## src/rtl/audio_pwm_mixer_nchan_pkg.sv

```systemverilog
// Shared definitions for the N-channel PWM audio mixer.
// Also provides the codebase-wide audio macros: the default pulse-width
// resolution (`BITRES) and the mixing-mode selectors (`AUDIO_MIX_MUX,
// `AUDIO_MIX_SUM). Compile this file before the mixer sources.

`ifndef BITRES
`define BITRES 8
`endif
`ifndef AUDIO_MIX_MUX
`define AUDIO_MIX_MUX 0
`endif
`ifndef AUDIO_MIX_SUM
`define AUDIO_MIX_SUM 1
`endif

package audio_pwm_mixer_nchan_pkg;

  // Mixing modes: one PWM slot per channel, or one summed pulse per frame.
  localparam int MIX_MUX = `AUDIO_MIX_MUX;
  localparam int MIX_SUM = `AUDIO_MIX_SUM;

  // Frame length in clocks for a given channel count and resolution.
  function automatic int frame_len(input int nchan, input int bitres);
    return 1 << (bitres + $clog2(nchan));
  endfunction

endpackage

```

## src/rtl/audio_frame_counter.sv

```systemverilog
// Free-running frame counter for the PWM mixer.
//   clk, resetn : clock, async active-low reset
//   mute        : synchronous clear, active high
//   fc          : frame position, wraps from 2^FW-1 to 0
//   load        : high while fc is at its last count (shadow load edge);
//                 suppressed by mute so a muted boundary never loads
//   frame_start : registered, high for the single cycle where fc == 0
//                 following a load edge

module audio_frame_counter #(
  parameter int FW = 10
) (
  input  logic          clk,
  input  logic          resetn,
  input  logic          mute,
  output logic [FW-1:0] fc,
  output logic          load,
  output logic          frame_start
);

  assign load = (fc == {FW{1'b1}}) && !mute;

  always_ff @(posedge clk or negedge resetn) begin
    if (!resetn) begin
      fc          <= '0;
      frame_start <= 1'b0;
    end else if (mute) begin
      fc          <= '0;
      frame_start <= 1'b0;
    end else begin
      fc          <= fc + {{(FW-1){1'b0}}, 1'b1};
      frame_start <= load;
    end
  end

endmodule

```

## src/rtl/audio_pwm_mixer_nchan.sv

```systemverilog
// N-channel PWM audio mixer driving a single 1-bit output pin.
//   clk, resetn : clock, async active-low reset
//   mute        : synchronous clear of counter, shadows and output
//   chan_en     : per-channel enable, sampled at the frame boundary
//   pulsewidth  : packed widths, channel i at [i*BITRES +: BITRES]
//   audout      : registered PWM output (lags the counter by one clock)
//   frame_start : one-clock strobe, new shadow values in use this cycle
// MODE selects time-multiplexed slots or one summed pulse; only the
// selected datapath is elaborated. Widths are double-buffered so
// upstream may change them at any time without glitching a frame.

module audio_pwm_mixer_nchan
  import audio_pwm_mixer_nchan_pkg::*;
#(
  parameter int NCHAN  = 4,
  parameter int BITRES = `BITRES,
  parameter int MODE   = `AUDIO_MIX_MUX
) (
  input  logic                    clk,
  input  logic                    resetn,
  input  logic                    mute,
  input  logic [NCHAN-1:0]        chan_en,
  input  logic [NCHAN*BITRES-1:0] pulsewidth,
  output logic                    audout,
  output logic                    frame_start
);

  localparam int CW = $clog2(NCHAN);
  localparam int FW = BITRES + CW;

  logic [FW-1:0]                  fc;
  logic                           load;
  logic                           audout_nxt;
  logic [NCHAN-1:0][BITRES-1:0]   eff;

  // Disabled channels contribute a zero width.
  for (genvar i = 0; i < NCHAN; i++) begin : g_eff
    assign eff[i] = chan_en[i] ? pulsewidth[i*BITRES +: BITRES] : '0;
  end

  audio_frame_counter #(.FW(FW)) u_fc (
    .clk         (clk),
    .resetn      (resetn),
    .mute        (mute),
    .fc          (fc),
    .load        (load),
    .frame_start (frame_start)
  );

  if (MODE == MIX_MUX) begin : g_mux
    logic [NCHAN-1:0][BITRES-1:0] shadow;
    logic [CW-1:0]                slot;

    always_ff @(posedge clk or negedge resetn) begin
      if (!resetn)   shadow <= '0;
      else if (mute) shadow <= '0;
      else if (load) shadow <= eff;
    end

    // Upper counter bits pick the channel, lower bits are the slot phase.
    assign slot       = fc[FW-1:BITRES];
    assign audout_nxt = fc[BITRES-1:0] < shadow[slot];
  end else begin : g_sum
    logic [FW-1:0] sum;
    logic [FW-1:0] sum_nxt;

    // FW bits hold NCHAN*(2^BITRES-1) without overflow.
    always_comb begin
      sum_nxt = '0;
      for (int i = 0; i < NCHAN; i++)
        sum_nxt = sum_nxt + {{CW{1'b0}}, eff[i]};
    end

    always_ff @(posedge clk or negedge resetn) begin
      if (!resetn)   sum <= '0;
      else if (mute) sum <= '0;
      else if (load) sum <= sum_nxt;
    end

    assign audout_nxt = fc < sum;
  end

  always_ff @(posedge clk or negedge resetn) begin
    if (!resetn)   audout <= 1'b0;
    else if (mute) audout <= 1'b0;
    else           audout <= audout_nxt;
  end

endmodule

```

## config.mk

```make
export PLATFORM = sky130hd
export DESIGN_NAME = audio_pwm_mixer_nchan
export DESIGN_NICKNAME = d
export VERILOG_FILES = /design/src/rtl/audio_pwm_mixer_nchan_pkg.sv /design/src/rtl/audio_frame_counter.sv /design/src/rtl/audio_pwm_mixer_nchan.sv
export SDC_FILE = /design/constraint.sdc
export NUM_CORES = 1
export LEC_CHECK = 0
export CAP_MARGIN = 20
export CORE_UTILIZATION = 52
export CTS_CLUSTER_DIAMETER = 150
export DETAILED_ROUTE_END_ITERATION = 8
export DONT_BUFFER_PORTS = 1
export MAX_ROUTING_LAYER = met4
export PLACE_DENSITY = 0.67
export SLEW_MARGIN = 25
export SYNTH_ARGS = -nofsm -noshare
export SYNTH_HDL_FRONTEND = slang
export SYNTH_SLANG_ARGS = --single-unit
```

## constraint.sdc

```tcl
create_clock -name clk -period 2.85 [get_ports clk]
set_clock_uncertainty 0.05 [all_clocks]
set_input_delay 0.57 -clock clk [delete_from_list [all_inputs] [get_ports clk]]
set_output_delay 0.57 -clock clk [all_outputs]
set_load 0.05 [all_outputs]
```

==> metrics.md <==
| Metric | Value |
|---|---|
| RSZ-0062 raised after global routing | false |
| GRT busiest layer | met2 |
| Leakage power | 0.987 nW |
| Syn Nets | 207 |
| First-pass GRT wire length | 6810 um |
| Yosys warnings | 0 |
| Die ar. | 4280 um2 |
| CTS tree | done |
| Placer Congestion | 0.803 |
| Final Hold Fails | 0 |
| Worst endpoint required time | 3030 ps |
| Core area | 3740 um2 |
| Port Buf Inserts | 0 |
| Seq/Total Area, Yosys | 0.527 |
| Max_slew headroom | 0.513 |
| Total track usage | 0.227 |
| Met2 usage | 0.354 |
| H-tree depth | 2 |
| N_diodes | 0 |
| Number of I/O pins | 41 |
| Routed wire per std cell | 19.2 um |
| Vias in the first global route | 1369 |
| Post-route clock period utilization | 0.823 |
| Worst Tran Pin Value | 729 ps |
| Initial core utilization | 0.558 |
| Most common cell after layout, fill and taps aside | dfrtp_1 |
| Dpl hpwl | 2820 um |
| Gr ovfl total | 0 |
| Initial drt markers | 58 |
| GR Layer Usage met1 | 0.293 |
| Post-synth EDFFs | 0 |
| Share of layout cells above drive strength 1 | 0.136 |
| Fin Setup TNS | 0 ps |
| Fmax | 0.426 GHz |
| CTS sink cnt | 44 |
| Peak fanout along the critical path | 12 |
| Most frequent cells in the layout | 44 x dfrtp_1, 32 x a22o_1, 9 x nor2_1, 8 x ha_1 |
| Post-route DRC | 0 |
| Die span in y | 65.4 um |
| Post-synthesis cell area | 2090 um2 |
| Power density cells | 487 nW/um2 |
| Vias per inst | 6.28 |
| Post-Syn Instances | 160 |
| Async S/R FF share, synth | 1.00 |
| Post-synth top area share | 0.527 |
| Vias | 1318 |
| Met3 GRT Util | 0.0503 |
| Worst setup EP type | flip-flop |
| Drt first pass iters | 4 |
| Post-route ant nets | 0 |
| Finished Cell Area | 2200 um2 |
| Fin cells | 210 |
| Seq cells post-synth | 44 |
| Layout Nets | 208 |
| # rows | 22 |
| DP Cell Count | 201 |
| CTS max path bufs | 2 |
| Largest net degree at the start of global routing | 45 |
| Area of placed instances | 2090 um2 |
| Filler cells | 314 |
| Critical Path Source Type | flip-flop |
| Total of max-cap violations | 0 |
| CTS clk-pin slew, worst paths | 80 ps |
| Primary FF master, synth | dfrtp_1 |
| Time the worst path needs with I/O delays and setup | 2350 ps |
| Post-synthesis average cell area | 13.1 um2 |
| Final setup fails | 0 |
| Initial antenna violation count | 0 |
| Area growth syn-to-layout | 5.27% |
| Worst vdd ir | 272 uV |
| Final Hold Slack | 59.8 ps |
| Top post-synthesis cells by area | dfrtp_1 53%, a22o_1 13%, mux4_2 7.5%, ha_1 4.8%, buf_6 2.7% |
| Unique cell type count in the Yosys netlist | 31 |
| Hold crit path type | in -> async |
| Post-CTS Resized | 0 |
| Status | finished clean |
| Yosys top cell by area | dfrtp_1 |
| Power, Total | 1.07 mW |
| Clock buffer count from CTS | 5 |
| Crit path kind | reg -> reg |
| Drt total wl | 4040 um |
| Crit path arrival time | 2530 ps |
| Pins Over Slew Limit | 0 |
| Clock latency on the worst-skew pair | 300 ps |
| Chip Width | 65.4 um |
| Root Buffer | clkbuf_8 |
## final cells by class
cell class | instances | area [um2] | share of cell area
sequential | 44 | 1100 | 0.501
clock buffer | 8 | 90.1 | 0.0410
multi-input combinational | 100 | 887 | 0.403
inverter | 7 | 26.3 | 0.0119
tap | 48 | 60.1 | 0.0273
timing repair buffer | 3 | 35.0 | 0.0159
## report_power, final
part | switching [mW] | internal, mW
Clock | 0.196 | 0.198
Sequential | 0.0106 | 0.629
Combinational | 0.0258 | 0.0132
Total | 0.232 | 0.839
## metrics by stage
step	util	setup WS, ps
finish	0.588	504
global route	0.588	362
CTS	0.588	490
detailed placement	0.558	521
global placement	0.558	594
floorplan	-	623
## state kept, by name, summed over array words and instances, names as in the netlist
signal / count
audout: 1
g_mux.shadow: 32
u_fc.fc: 10
u_fc.frame_start: 1
## routing by layer
layer,part of all wire,up-vias
li1,-,608
met1,0.45,669
met2,0.50,34
met3,0.036,7
met4,0.015,0
met5,0,-
## critical path, cell delays in order (launching register included)
cell	delay (ps)
dfrtp_1	710
nand2_1	150
or3_1	510
nor3b_2	620
a22o_1	240
## repair_timing
| action | in CTS | in global routing |
|---|---|---|
| buffers inserted | 0 | 0 |
| hold buffers | 1 | 0 |
| endpoints found under the hold margin | 44 | 0 |
## path summary, 6_finish.rpt
check                           slack, ps            start          endpoint  cells after the start
worst max-delay path                  500       u_fc.fc[8]  g_mux.shadow[15]                      4
worst min-delay path                   60           resetn  u_fc.frame_start                      1
worst max register to register        500       u_fc.fc[8]  g_mux.shadow[15]                      4
worst min register to register        450  g_mux.shadow[2]   g_mux.shadow[2]                      1
max in group asynchronous            2480           resetn  g_mux.shadow[22]                      1
min in group clk                      270             mute        u_fc.fc[8]                      1
## cell families after synthesis
logic type                 count (synthesis)  synth area share
muxes                                      9            0.0850
AOI/OAI and AO/OA                         46             0.174
buffers and inverters                     16            0.0485
DFF                                       44             0.527
and+or+nand+nor                           32            0.0970
adders and majority gates                  8            0.0479
xor gates and xnor gates                   5            0.0210
## cells in the mapped netlist (4+ instances only)
master / instances
ha_1: 8
inv_1: 7
o21ai_0: 5
a21oi_1: 4
buf_6: 5
dfrtp_1: 44
mux4_2: 7
nor2_1: 9
nor3b_2: 4
or3_1: 4
a22o_1: 32
nand3_1: 5
No activity file was read; power rests on OpenSTA's default activity.
